## src/rtl/hilo_mult_unit.sv

```systemverilog
// hilo_mult_unit: iterative multiply unit for the execute stage (mult, multu,
// mfhi, mflo). A radix-2 shift-add datapath builds the 2*WIDTH-bit product of
// the operand magnitudes over WIDTH RUN cycles. A single FIX cycle then
// restores the sign and writes the architectural HI/LO registers.
//
// Ports:
//   clk, rst            clock; asynchronous active-low reset
//   startE, signedE     mult/multu in execute; 1 = signed (mult)
//   mfreqE              mfhi/mflo in execute (needs a settled HI/LO)
//   flushE              execute flush; blocks acceptance of a new start only
//   srcaE, srcbE        multiplicand, multiplier
//   hi, lo              architectural HI/LO registers
//   busy                unit not idle
//   stallE              busy & (startE | mfreqE); holds the D/E stages
//   done                one-cycle pulse in the cycle after HI/LO is written
module hilo_mult_unit #(
  parameter int WIDTH = 32
) (
  input  logic             clk,
  input  logic             rst,
  input  logic             startE,
  input  logic             signedE,
  input  logic             mfreqE,
  input  logic             flushE,
  input  logic [WIDTH-1:0] srcaE,
  input  logic [WIDTH-1:0] srcbE,
  output logic [WIDTH-1:0] hi,
  output logic [WIDTH-1:0] lo,
  output logic             busy,
  output logic             stallE,
  output logic             done
);

  localparam int CW = $clog2(WIDTH + 1);

  typedef enum logic [1:0] {IDLE, RUN, FIX} state_t;

  state_t              state, state_nx;
  logic                neg;
  logic [WIDTH-1:0]    mcand;
  logic [2*WIDTH:0]    p;
  logic [CW-1:0]       cnt;

  logic                accept;
  logic [WIDTH-1:0]    a_mag, b_mag;
  logic [WIDTH:0]      sum;
  logic [2*WIDTH:0]    p_add, p_nx;
  logic [2*WIDTH-1:0]  res;

  assign accept = startE & ~flushE;

  // Unsigned magnitudes. The most negative value negates to itself, which
  // read as unsigned is exactly its magnitude.
  assign a_mag = (signedE & srcaE[WIDTH-1]) ? -srcaE : srcaE;
  assign b_mag = (signedE & srcbE[WIDTH-1]) ? -srcbE : srcbE;

  // Shift-add step. The (W+1)-bit sum keeps the carry, which lands in the
  // top half after the shift.
  assign sum   = {1'b0, p[2*WIDTH-1:WIDTH]} + {1'b0, mcand};
  assign p_add = p[0] ? {sum, p[WIDTH-1:0]} : p;
  assign p_nx  = p_add >> 1;

  assign res = neg ? -p[2*WIDTH-1:0] : p[2*WIDTH-1:0];

  assign busy   = (state != IDLE);
  assign stallE = busy & (startE | mfreqE);

  always_comb begin
    state_nx = state;
    case (state)
      IDLE:    if (accept) state_nx = RUN;
      RUN:     if (cnt == CW'(1)) state_nx = FIX;
      FIX:     state_nx = IDLE;
      default: state_nx = IDLE;
    endcase
  end

  always_ff @(posedge clk or negedge rst) begin
    if (!rst) begin
      state <= IDLE;
      neg   <= 1'b0;
      mcand <= '0;
      p     <= '0;
      cnt   <= '0;
      hi    <= '0;
      lo    <= '0;
      done  <= 1'b0;
    end else begin
      state <= state_nx;
      done  <= (state == FIX);
      case (state)
        IDLE: if (accept) begin
          neg   <= signedE & (srcaE[WIDTH-1] ^ srcbE[WIDTH-1]);
          mcand <= a_mag;
          p     <= {{(WIDTH+1){1'b0}}, b_mag};
          cnt   <= CW'(WIDTH);
        end
        RUN: begin
          p   <= p_nx;
          cnt <= cnt - CW'(1);
        end
        FIX: {hi, lo} <= res;
        default: ;
      endcase
    end
  end

endmodule

```

## config.mk

```make
export PLATFORM = sky130hd
export DESIGN_NAME = hilo_mult_unit
export DESIGN_NICKNAME = d
export VERILOG_FILES = /design/src/rtl/hilo_mult_unit.sv
export SDC_FILE = /design/constraint.sdc
export NUM_CORES = 1
export LEC_CHECK = 0
export CAP_MARGIN = 0
export CORE_MARGIN = 2
export CORE_UTILIZATION = 60
export DETAILED_ROUTE_END_ITERATION = 16
export GPL_TIMING_DRIVEN = 0
export PLACE_DENSITY = 0.85
export SYNTH_ARGS = -nofsm -noshare
export SYNTH_HDL_FRONTEND = slang
export SYNTH_SLANG_ARGS = --single-unit
```

## constraint.sdc

```tcl
create_clock -name clk -period 6.8 [get_ports clk]
set_input_delay 1.36 -clock clk [delete_from_list [all_inputs] [get_ports clk]]
set_output_delay 1.36 -clock clk [all_outputs]
set_load 0.03 [all_outputs]
```

# After elaboration in Yosys (flattened, before gate mapping)
# Cells that the tools add are included.
[totals]
word_cells = 43
inputBits = 70
ff_bits = 171
output_inout_bits = 67
[op_classes]
n_eq_ne = 5
bitwise = 8
n_mux = 11
addsub = 5
reduce_logical = 6
[op_table]
columns = ["operator", "count"]
rows = [
  ["$mux W65", 2],
  ["$pmux W65 S2", 1],
  ["$mux W32", 2],
  ["$mux W64", 1],
  ["$neg A32 Y32", 2],
  ["$neg A64 Y64", 1],
  ["$add A32 B32 Y33", 1],
  ["$pmux W6 S2", 1],
  ["$eq A6 B1 Y1 const B", 1],
  ["$mux W6", 1],
  ["$reduce_and A2 Y1", 3],
  ["$sub A6 B1 Y6 const B", 1],
  ["$and A1 B1 Y1", 5],
  ["$mux W2", 2],
  ["$ne A2 B2 Y1 const B", 2],
  ["$pmux W2 S2", 1],
  ["$reduce_bool A2 Y1", 2],
  ["$eq A2 B1 Y1 const B", 1],
  ["$eq A2 B2 Y1 const B", 1],
  ["$logic_not A2 Y1", 1],
  ["$not A1 Y1", 1],
  ["$or A1 B1 Y1", 1],
  ["$xor A1 B1 Y1", 1],
]

# Logic depth before layout (Yosys ltp)
# Gate-level depths: netlist of the first run.
[depth]
word_depth = 4
ltp_mapped = 11
ltp_nobuf = 11

# Least setup slack after synthesis of the first run
# No wires, ideal clock.
[synth_path]
kind = "input -> register"
from = "input port srcbE[5]"
to = "register p[24]"
t_required_ps = 6671
arrival_ps = 3353
path_stages = 8
path_slack_ps = 3319
cell_sequence = "or4_1 or3_1 nor4_2 and2_0 clkbuf_1 a211oi_1 o21ai_0 nand3_1"
[synth_via]
elab_chain_len = 4
[synth_lines]
columns = ["element", "line_no", "source"]
rows = [
  ["start: declaration", "26", "input logic [WIDTH-1:0] srcbE,"],
  ["$neg A32 Y32", "55", "assign b_mag = (signedE & srcbE[WIDTH-1]) ? -srcbE : srcbE;"],
  ["$mux W32", "55", ""],
  ["$mux W65", "92", "IDLE: if (accept) begin"],
  ["$pmux W65 S2", "91", "case (state)"],
  ["end signal: assignment", "95", "p <= {{(WIDTH+1){1'b0}}, b_mag};"],
  ["end signal: assignment", "99", "p <= p_nx;"],
  ["end: declaration", "41", "logic [2*WIDTH:0] p;"],
]
# No other way between the ends. The select of a mux whose other input is x is not followed.
# A chain may end at the register's enable or synchronous reset.

# Worst setup path in the final report of the first run
[layout_path]
from = "input port startE"
to = "output port stallE"
[layout_via]
elab_chain_len = 2
[layout_lines]
columns = ["element", "line_no", "source"]
rows = [
  ["start: declaration", "21", "input logic startE,"],
  ["$or A1 B1 Y1", "66", "assign stallE = busy & (startE | mfreqE);"],
  ["$and A1 B1 Y1", "66", ""],
  ["end: declaration", "30", "output logic stallE,"],
]
# No other way between the ends.

==> reports/summary.log, run 1 <==
[status] status finished, final reports clean
[final_layout] ratio of cells with drive above 1 in the final layout 3.931%
[logic_synthesis] most frequently used cell type in the post-synthesis netlist o21ai_0
[sta] Hold Violations, Final 0
[logic_synthesis] mean cell area of the mapped netlist 8.591 sq um
[global_routing] global route total overflow 0
[global_routing] number of global-route vias before repair 10.02k
[pwr] Logic pwr share 54.7%
[pwr] cell internal power dissipation 3345 uW
[logic_synthesis] number of standard cells after synthesis 1281
[logic_synthesis] share of the synthesized area in the top cell type 38.65%
[clocking] H-Tree Level Count 4
[sta] final period demand of the worst path 3.993 ns
[clocking] buffer count from post-CTS setup fixing 0
[floorplan] # IOs 137
[floorplan] die area 19440 sq um
[setup_path] Crit Path Category input port to output pin
[global_routing] GR Util All Layers 33.67%
[logic_synthesis] post-synthesis async set-or-reset flop share 100.0%
[pwr] power per standard cell area 490.4 nW/um^2
[pwr] fraction of power consumed by the clock network 14.7%
[clocking] Clk pin slew, worst setup/hold paths 0.07 ns
[clocking] number of buffers added by the clock tree synthesis step 17
[place] final weighted congestion of routability-driven global placement 1.001
[floorplan] Core Area 17960 sq um
[setup_path] data arrival time of the worst path 2.63 ns
[final_layout] area of all placed cells without fillers 13270 sq um
[routing] via count 10.66k
[sta] Final Worst Setup Slack 2.807 ns
[global_routing] antenna violations before repair 0
[routing] vias per std cell 6.350
[pwr] Switch Pwr 3164 uW
[logic_synthesis] number of synthesized flops with an enable pin 0
[setup_path] cell-by-cell listing of the critical path clkdlybuf4s50_1, o21a_1, clkdlybuf4s50_1
[clocking] TritonCTS clock tree yes
[clocking] post-CTS sizing 0
[final_layout] fillcell total 1409
[logic_synthesis] Ys Warns 0
[logic_synthesis] commonest cells in the netlist 190 x o21ai_0, 170 x dfrtp_1, 169 x nand2_1
[final_layout] final net count 1545
[clocking] total clock sinks 170
[setup_path] family of cells with the greatest summed delay on the critical path buffers and inverters
[setup_path] critical path fanouts, max 3
[setup_path] cell with the biggest individual delay on the critical path clkdlybuf4s50_1
[place] minimum setup slack after placement 2.458 ns
[setup_path] Slowest Stage Delay on Critical Path 0.66 ns
[floorplan] width of the chip 139.4 microns
[routing] remaining antenna violation count 0
[worst_hold_path] HP Start hi[21]
[pwr] power share of the sequential group 30.6%
[place] Port-buffer cells 136
[logic_synthesis] net count of the mapped netlist 1389
[pwr] switching share of total power 48.61%
[logic_synthesis] largest area contributor in the netlist dfrtp_1
[setup_path] Critical Path Source Type input port
[global_routing] global-route wire length before repair 52360 microns
[logic_synthesis] portion of the post-synthesis area used by sequential elements 38.65%
[clocking] worst skew pair latency 0.44 ns
[worst_hold_path] Hold WC Path Type flip-flop to flip-flop
[sta] final setup violation count 0
[sta] maximum operating frequency 0.2505 GHz
[sta] max-slew headroom at the worst pin 39.76%
[job] number of maximum-capacitance constraint violations 0
[setup_path] element type at the critical path end output pin
[routing] routed wirelength normalized by instance count 19.42 microns
[pwr] VDD IR max 0.3129 mV
[setup_path] FF-to-FF Start p[0]
[floorplan] number of standard-cell rows in the floorplan 49
[sta] post-route fraction of the period consumed by the critical path 58.72%
[floorplan] vertical extent of the die 139.4 microns
[clocking] CTS Hold Bufs 0
[setup_path] Buffers & Inverters on Critical Path 2
[sta] setup skew after layout 0.01319 ns
[sta] smallest hold slack 0.4809 ns
[logic_synthesis] top area cells in the synthesized netlist dfrtp_1 39%, o21ai_0 8.6%, xor2_1 7.5%
[routing] DRC violation total after the first TritonRoute iteration 1032
[routing] drc violations 0
[floorplan] Initial Utilization 61.27%
[routing] number of iterations in the first detailed-routing pass 6
[sta] worst slew pin tran 0.8997 ns
[place] half-perimeter wire length after detailed placement 25450 microns
[logic_synthesis] distinct cell type count after synthesis 66
[setup_path] CP startpoint startE
[clocking] Max Buffers Root-to-Sink 2
[sta] number of max-slew violations in the final report 0
[final_layout] Core Util, Final 73.88%
[pwr] overall power consumption 6508 uW
[final_layout] antenna diode instance count 0
[pwr] leakage power figure 0.005482 uW
[routing] overall routed net length 32610 microns
[setup_path] most common cell type on the critical path clkdlybuf4s50_1
[setup_path] Required @ worst endpoint 5.44 ns
[logic_synthesis] total standard cell area after synthesis 11010 sq um
[place] area after detailed placement 12690 sq um
[global_routing] maximum number of pins on one net before global-route repair 118
[sta] unrepaired setup endpoints after global routing no
[logic_synthesis] number of synthesized register bits 170
[logic_synthesis] leading register cell type out of synthesis dfrtp_1
[clocking] master cell of the clock root buffer clkbuf_16
[final_layout] area growth from synthesis to layout 20.59%
[per-layer routing]
layer | wire [microns] | vias to the layer above | GRT usage (%)
li1 | - | 4988 | -
met1 | 14060 | 5100 | 47.63
met2 | 14960 | 503 | 52.76
met3 | 2741 | 71 | 6.022
met4 | 847 | 0 | 11.32
met5 | 0 | - | 0
[cell type report]
cell class	count	area, sq um	area share, %
Inverter	21	78.83	0.5939
Tap cell	229	286.5	2.159
Sequential cell	170	4254	32.05
Timing Repair Buffer	137	1394	10.50
Clock inverter	14	151.4	1.141
Clock buffer	18	429.2	3.234
Multi-Input combinational cell	1013	6387	48.13
Buffer	77	290.3	2.187
[metrics by stage]
stage | TNS, ns | instances
floorplan | 0 | 1281
global placement | -387.59 | 1646
detailed placement | 0 | 1647
CTS | 0 | 1679
global route | 0 | 1679
finish | 0 | 1679
[cells in the final DEF (no fill, tap or decap), types with 28 or more instances in the layout]
| cell | n |
|---|---|
| a21oi_1 | 71 |
| o21ai_0 | 190 |
| clkbuf_1 | 69 |
| nand2_1 | 169 |
| clkdlybuf4s50_1 | 135 |
| nor2_1 | 56 |
| o31ai_1 | 28 |
| nand3_1 | 29 |
| dfrtp_1 | 170 |
| xnor2_1 | 45 |
| ha_1 | 37 |
| xor2_1 | 94 |
[worst paths after layout]
path | end | slack, ns | cells past startpoint
max | stallE | 2.81 | 3
min | hi[21] | 0.48 | 2
max reg2reg | hi[20] | 2.94 | 11
min reg2reg | hi[21] | 0.48 | 2
max in group asynchronous | p[54] | 5.03 | 2
min in group asynchronous | mcand[7] | 0.83 | 1
[logic make-up after synthesis]
kind of cell | count (synthesis) | share of synthesized area (%)
AO/OA/AOI/OAI | 431 | 24.07
AND/OR/NAND/NOR | 390 | 17.10
flip-flops | 170 | 38.65
XOR/XNOR | 139 | 11.06
buffers and inverters | 98 | 3.354
adder cells (fa/ha/maj) | 38 | 4.388
multiplexers | 15 | 1.376
[power by group through the flow]
| stage | combinational [uW] | sequential [uW] | clock [uW] |
|---|---|---|---|
| floorplan | 2180 | 2080 | 0 |
| CTS | 3510 | 1960 | 959 |
| global placement | 3400 | 1960 | 0 |
| global route | 3900 | 2040 | 1000 |
| finish | 3560 | 1990 | 957 |
| detailed placement | 3490 | 1980 | 0 |
[flip-flops by register name, summed over array words and instances, names as in the netlist]
name and cells:
cnt 6, done 1, hi 32, lo 32, mcand 32, neg 1, p 64, state 2
[worst register-to-register path, delay by kind of cell, from the launching register on]
family                     cells  cell delay, ns
and+or+nand+nor                5            1.82
buffers and inverters          2            0.68
DFF                            1            0.43
AOI/OAI and AO/OA              2            0.29
adders and majority gates      1            0.28
xor gates and xnor gates       1            0.24
(Power assumes the default switching activity.)
==> run 2: changes to the inputs <==
--- a/config.mk
+++ b/config.mk
@@ -7,10 +7,10 @@
 export LEC_CHECK = 0
 export CAP_MARGIN = 0
 export CORE_MARGIN = 2
-export CORE_UTILIZATION = 60
+export CORE_UTILIZATION = 57
 export DETAILED_ROUTE_END_ITERATION = 16
 export GPL_TIMING_DRIVEN = 0
-export PLACE_DENSITY = 0.85
+export PLACE_DENSITY = 0.82
 export SYNTH_ARGS = -nofsm -noshare
 export SYNTH_HDL_FRONTEND = slang
 export SYNTH_SLANG_ARGS = --single-unit
==> constraint.sdc (replaced) <==
create_clock -name clk -period 4 [get_ports clk]
set_input_delay 0.8 -clock clk [delete_from_list [all_inputs] [get_ports clk]]
set_output_delay 0.8 -clock clk [all_outputs]
set_load 0.03 [all_outputs]
==> reports/summary.log, run 2 (synthesis gave the netlist of run 1 again) <==
[pwr] leakage power figure 0.005481 uW [about the same]
[final_layout] fillcell total 1523 [+8.1%]
[sta] number of max-slew violations in the final report 0 [unchanged]
[pwr] power per standard cell area 825.8 nW/um^2 [+68%]
[routing] vias per std cell 6.215 [-2.1%]
[clocking] number of buffers added by the clock tree synthesis step 17 [unchanged]
[setup_path] FF-to-FF Start p[0]
[setup_path] Required @ worst endpoint 4.30 ns [-1.14 ns]
[final_layout] Sequential cell area 4254 sq um [unchanged]
[final_layout] area growth from synthesis to layout 20.99%
[routing] DRC violation total after the first TritonRoute iteration 893 [-13%]
[setup_path] Critical Path Source Type flip-flop
[job] number of maximum-capacitance constraint violations 0 [unchanged]
[sta] worst slew pin tran 0.9912 ns [+0.09153 ns]
[place] final weighted congestion of routability-driven global placement 0.9335 [-6.7%]
[place] Port-buffer cells 136 [unchanged]
[floorplan] # IOs 137 [unchanged]
[worst_hold_path] Hold WC Path Type input port to async pin
[setup_path] Crit Path Category flip-flop to flip-flop
[sta] Hold Violations, Final 0 [unchanged]
[final_layout] final std cells w/o fill 1710 [+1.8%]
[clocking] Max Buffers Root-to-Sink 2 [unchanged]
[global_routing] number of global-route vias before repair 9656 [-3.7%]
[clocking] TritonCTS clock tree yes
[routing] overall routed net length 32360 microns [-0.76%]
[place] half-perimeter wire length after detailed placement 24940 microns [-2.0%]
[setup_path] family of cells with the greatest summed delay on the critical path simple AND/OR/NAND/NOR gates
[clocking] buffer count from post-CTS setup fixing 0 [unchanged]
[sta] maximum operating frequency 0.2643 GHz
[routing] number of iterations in the first detailed-routing pass 5 [-1]
[sta] Final Worst Setup Slack 0.2164 ns [-2.591 ns]
[setup_path] most common cell type on the critical path o21ai_0
[setup_path] Slowest Stage Delay on Critical Path 0.50 ns [-0.16 ns]
[floorplan] width of the chip 143.0 microns [+2.5%]
[setup_path] element type at the critical path end flip-flop
[setup_path] reg2reg setup slack 0.22 ns [-2.72 ns]
[clocking] H-Tree Level Count 4 [unchanged]
[sta] max-slew headroom at the worst pin 33.63% [-6.1 points]
[setup_path] depth of the worst register-to-register path 11 [unchanged]
[routing] remaining antenna violation count 0 [unchanged]
[clocking] Clk pin slew, worst setup/hold paths 0.07 ns [about the same]
[place] area after detailed placement 12730 sq um [+0.31%]
[global_routing] maximum number of pins on one net before global-route repair 112 [-5.1%]
[status] status finished, final reports clean
[final_layout] antenna diode instance count 0 [unchanged]
[sta] setup skew after layout 0.009695 ns [-0.003493 ns]
[floorplan] Initial Utilization 58.45% [-2.8 points]
[final_layout] ratio of cells with drive above 1 in the final layout 4.069% [+0.14 points]
[clocking] master cell of the clock root buffer clkbuf_16
[floorplan] Core Area 18830 sq um [+4.8%]
[place] Inst Count DP 1678 [+1.9%]
[final_layout] commonest non-fill, non-tap cells in the layout 190 x o21ai_0, 170 x dfrtp_1, 169 x nand2_1
[setup_path] cell with the biggest individual delay on the critical path or3b_2
[sta] final setup violation count 0 [unchanged]
[global_routing] GR Util All Layers 32.14% [-1.5 points]
[final_layout] most frequent standard cell in the layout excluding fill and tap cells o21ai_0
[setup_path] critical path fanouts, max 10 [+7]
[routing] drc violations 0 [unchanged]
[routing] via count 10.63k [-0.32%]
[sta] post-route fraction of the period consumed by the critical path 94.59%
[setup_path] Buffers & Inverters on Critical Path 2 [unchanged]
[setup_path] capture instance of the worst register-to-register path hi[20]
[final_layout] Biggest register p
[place] minimum setup slack after placement 0.08798 ns [-2.370 ns]
[final_layout] number of flip-flops under the largest register name 64 [unchanged]
[floorplan] number of standard-cell rows in the floorplan 50 [+2.0%]
[floorplan] vertical extent of the die 143.0 microns [+2.5%]
[setup_path] data arrival time of the worst path 4.08 ns [+1.45 ns]
[clocking] total clock sinks 170 [unchanged]
[sta] smallest hold slack 0.2710 ns [-0.2099 ns]
[sta] Setup Total Neg Slack 0 ns [unchanged]
[pwr] VDD IR max 0.4105 mV [+31%]
[setup_path] cell-by-cell listing of the critical path inv_1, clkbuf_2, ha_1, or3b_2, nor2_1, nand3_1, or3_1, or2_2, o21ai_0, xor2_1, o21ai_0
[clocking] worst skew pair latency 0.43 ns [about the same]
[final_layout] final net count 1545 [unchanged]
[global_routing] antenna violations before repair 0 [unchanged]
[sta] unrepaired setup endpoints after global routing no
[global_routing] global-route wire length before repair 51390 microns [-1.8%]
[final_layout] combined area of the multi-input logic cells 6387 sq um [unchanged]
[routing] routed wirelength normalized by instance count 18.93 microns [-2.6%]
[final_layout] area of all placed cells without fillers 13320 sq um [+0.33%]
[floorplan] die area 20440 sq um [+5.1%]
[sta] final period demand of the worst path 3.784 ns
[global_routing] global route total overflow 0 [unchanged]
[run 2: changes by cell type in the layout (fill, tap and decap cells not counted), sizes merged]
cell      previous run  this run
clkbuf              86        87
clkinvlp             1         3
inv                 27        26
bufinv               0         1
clkinv               7         4
[run 2: report_power, final]
part	switching (uW)	internal (uW)	total, uW
combinational	3640	2380	6020
sequential	861	2470	3330
clock	736	904	1640
total	5240	5760	11000
[run 2: worst max path at each step]
stage                     start     end  slack [ns]  cells after the start
after floorplan            p[0]  hi[20]        1.01                     11
after detailed placement   p[0]  hi[20]        0.09                     11
after CTS                  p[0]  hi[20]        0.08                     11
after global routing       p[0]  hi[20]        0.12                     11
after global placement      rst  lo[11]       -4.62                      1
final                      p[0]  hi[20]        0.22                     11
[run 2: cell type report]
type,instances,share of cell area (%)
buffer,77,2.189
clock buffer,19,3.402
clock inverter,13,0.9867
inverter,21,0.5920
multi-input combinational,1013,47.97
sequential,170,31.95
tap,260,2.443
timing repair buffer,137,10.47
[run 2: through the flow]
stage	utilization (%)	power (uW)
2_1_floorplan	-	7252
4_1_cts	70.70	10890
3_5_place_dp	67.60	9243
3_3_place_gp	67.40	9085
5_1_grt	70.71	11760
6_report	70.71	11000
[run 2: repair_timing]
action | in CTS | in global routing
setup endpoints to repair | 0 | 1
gates resized for setup | 0 | 2
hold buffers | 0 | 0
[run 2: layer usage]
layer  track usage [%]  vias up  part of all wire (%)
li1                  -     4977                     -
met1             45.97     5065                    44
met2             49.31      517                    45
met3             5.097       69                   8.1
met4             12.19        0                   2.8
met5                 0        -                     0
==> run 3: changes to the inputs <==
--- a/config.mk
+++ b/config.mk
@@ -9,7 +9,7 @@
 export CORE_MARGIN = 2
 export CORE_UTILIZATION = 57
 export DETAILED_ROUTE_END_ITERATION = 16
-export GPL_TIMING_DRIVEN = 0
+export GPL_TIMING_DRIVEN = 1
 export PLACE_DENSITY = 0.82
 export SYNTH_ARGS = -nofsm -noshare
 export SYNTH_HDL_FRONTEND = slang
==> reports/summary.log, run 3 (synthesis gave the netlist of run 1 again) <==
[status] status finished, final reports clean
[global_routing] GR Util All Layers 28.73% [-3.4 points]
[final_layout] most frequent standard cell in the layout excluding fill and tap cells o21ai_0
[setup_path] cell with the biggest individual delay on the critical path or3b_2
[final_layout] final net count 1484 [-3.9%]
[final_layout] number of flip-flops under the largest register name 64 [unchanged]
[place] final weighted congestion of routability-driven global placement 0.9305 [-0.32%]
[setup_path] cell-by-cell listing of the critical path inv_1, ha_1, or3b_2, nor2_1, nand3_1, or3_1, or2_2, o21ai_0, xor2_1, o21ai_0
[setup_path] FF-to-FF Start p[1]
[setup_path] capture instance of the worst register-to-register path hi[20]
[routing] vias per std cell 6.139 [-1.2%]
[clocking] buffer count from post-CTS setup fixing 0 [unchanged]
[final_layout] area growth from synthesis to layout 19.82%
[final_layout] fillcell total 1469 [-3.5%]
[routing] remaining antenna violation count 0 [unchanged]
[pwr] cell internal power dissipation 5857 uW [+1.7%]
[routing] DRC violation total after the first TritonRoute iteration 933 [+4.5%]
[clocking] master cell of the clock root buffer clkbuf_16
[worst_hold_path] Hold WC Path Type input port to async pin
[global_routing] number of global-route vias before repair 9209 [-4.6%]
[floorplan] # IOs 137 [unchanged]
[clocking] total clock sinks 170 [unchanged]
[place] half-perimeter wire length after detailed placement 21110 microns [-15%]
[pwr] switching share of total power 46.09% [-1.5 points]
[routing] routed wirelength normalized by instance count 17.47 microns [-7.7%]
[setup_path] element type at the critical path end flip-flop
[setup_path] Crit Path Category flip-flop to flip-flop
[global_routing] global route total overflow 0 [unchanged]
[setup_path] data arrival time of the worst path 3.71 ns [-0.37 ns]
[final_layout] combined area of the multi-input logic cells 6402 sq um [+0.23%]
[pwr] fraction of power consumed by the clock network 15.7% [+0.8 points]
[global_routing] global-route wire length before repair 46850 microns [-8.8%]
[setup_path] depth of the worst register-to-register path 10 [-1]
[clocking] Clk pin slew, worst setup/hold paths 0.07 ns [about the same]
[global_routing] maximum number of pins on one net before global-route repair 82 [-27%]
[sta] final period demand of the worst path 3.407 ns [-0.3771 ns]
[setup_path] critical path fanouts, max 5 [-5]
[pwr] Logic pwr share 52.5% [-2.3 points]
[floorplan] vertical extent of the die 143.0 microns [unchanged]
[clocking] CTS Hold Bufs 0 [unchanged]
[final_layout] Sequential cell area 4255 sq um [about the same]
[sta] worst slew pin tran 0.7567 ns [-0.2345 ns]
[job] number of maximum-capacitance constraint violations 0 [unchanged]
[clocking] post-CTS sizing 0 [unchanged]
[final_layout] commonest non-fill, non-tap cells in the layout 190 x o21ai_0, 169 x nand2_1, 169 x dfrtp_1
[floorplan] number of standard-cell rows in the floorplan 50 [unchanged]
[place] Port-buffer cells 136 [unchanged]
[routing] drc violations 0 [unchanged]
[pwr] power share of the sequential group 31.7% [+1.4 points]
[routing] overall routed net length 28800 microns [-11%]
[routing] via count 10.12k [-4.7%]
[floorplan] Core Area 18830 sq um [unchanged]
[sta] post-route fraction of the period consumed by the critical path 85.16% [-9.4 points]
[clocking] worst skew pair latency 0.44 ns [about the same]
[clocking] number of buffers added by the clock tree synthesis step 17 [unchanged]
[global_routing] antenna violations before repair 0 [unchanged]
[pwr] leakage power figure 0.005495 uW [+0.24%]
[sta] Setup Total Neg Slack 0 ns [unchanged]
[sta] Hold Violations, Final 0 [unchanged]
[clocking] Max Buffers Root-to-Sink 2 [unchanged]
[sta] maximum operating frequency 0.2936 GHz [+11%]
[setup_path] Required @ worst endpoint 4.30 ns [about the same]
[pwr] Switch Pwr 5007 uW [-4.4%]
[sta] unrepaired setup endpoints after global routing no
[setup_path] family of cells with the greatest summed delay on the critical path simple AND/OR/NAND/NOR gates
[floorplan] width of the chip 143.0 microns [unchanged]
[final_layout] Biggest register p
[setup_path] Slowest Stage Delay on Critical Path 0.51 ns [about the same]
[sta] smallest hold slack 0.3492 ns [+0.07820 ns]
[sta] number of max-slew violations in the final report 0 [unchanged]
[floorplan] die area 20440 sq um [unchanged]
[setup_path] reg2reg setup slack 0.59 ns [+0.38 ns]
[clocking] H-Tree Level Count 4 [unchanged]
[clocking] TritonCTS clock tree yes
[setup_path] Critical Path Source Type flip-flop
[routing] number of iterations in the first detailed-routing pass 5 [unchanged]
[floorplan] Initial Utilization 58.45% [unchanged]
[sta] max-slew headroom at the worst pin 49.55% [+16 points]
[sta] final setup violation count 0 [unchanged]
[pwr] power per standard cell area 823.9 nW/um^2 [-0.23%]
[setup_path] most common cell type on the critical path o21ai_0
[setup_path] Buffers & Inverters on Critical Path 1 [-1]
[sta] setup skew after layout 0.008162 ns [-0.001533 ns]
[pwr] VDD IR max 0.3645 mV [-11%]
[final_layout] ratio of cells with drive above 1 in the final layout 5.403% [+1.3 points]
run 3: how the worst max path moves through the flow:
stage / startpoint / end / slack (ns) / cells after the start
2_1_floorplan: p[0] / hi[20] / 1.01 / 11
3_3_place_gp: srcaE[2] / mcand[25] / 0.43 / 8
3_5_place_dp: srcaE[2] / mcand[29] / 0.35 / 8
4_1_cts: p[7] / hi[31] / 0.65 / 8
5_1_grt: p[6] / hi[19] / 0.40 / 8
6_report: p[1] / hi[20] / 0.59 / 10
run 3: final cells by class:
cell class                      count  area share (%)
Antenna cell                        1         0.01898
Clock buffer                       18           3.330
Clock inverter                     13           1.271
Inverter                           21          0.5978
Multi-Input combinational cell   1013           48.55
Sequential cell                   170           32.27
Tap cell                          260           2.467
Timing Repair Buffer              153           11.49
run 3: power by group through the flow:
stage / logic [uW] / registers (uW) / clock network [uW]
global route: 6330 / 3540 / 1790
global placement: 5490 / 3390 / 0
finish: 5710 / 3450 / 1710
detailed placement: 5620 / 3430 / 0
CTS: 5670 / 3410 / 1730
floorplan: 3710 / 3540 / 0
run 3: per-stage QoR:
step	instances	setup slack, ns	cell area (sq um)	power (uW)	utilization [%]
after detailed placement	1617	0.3496	12580	9053	66.79
final	1649	0.5935	13190	10860	70.03
after floorplan	1281	1.007	11010	7252	-
after global placement	1617	0.4283	12580	8879	66.79
after CTS	1648	0.6515	13180	10810	70.01
after global routing	1648	0.3976	13180	11670	70.01
run 3: routing by layer:
layer  part of all wire, %  vias to the layer above  wire length (microns)  GRT usage [%]
met4                   2.5                        0                    732          10.27
met3                   7.3                       65                   2096          4.192
met2                    45                      437                  12990          43.74
li1                      -                     4848                      -              -
met5                     0                        -                      0              0
met1                    45                     4774                  12990          41.84
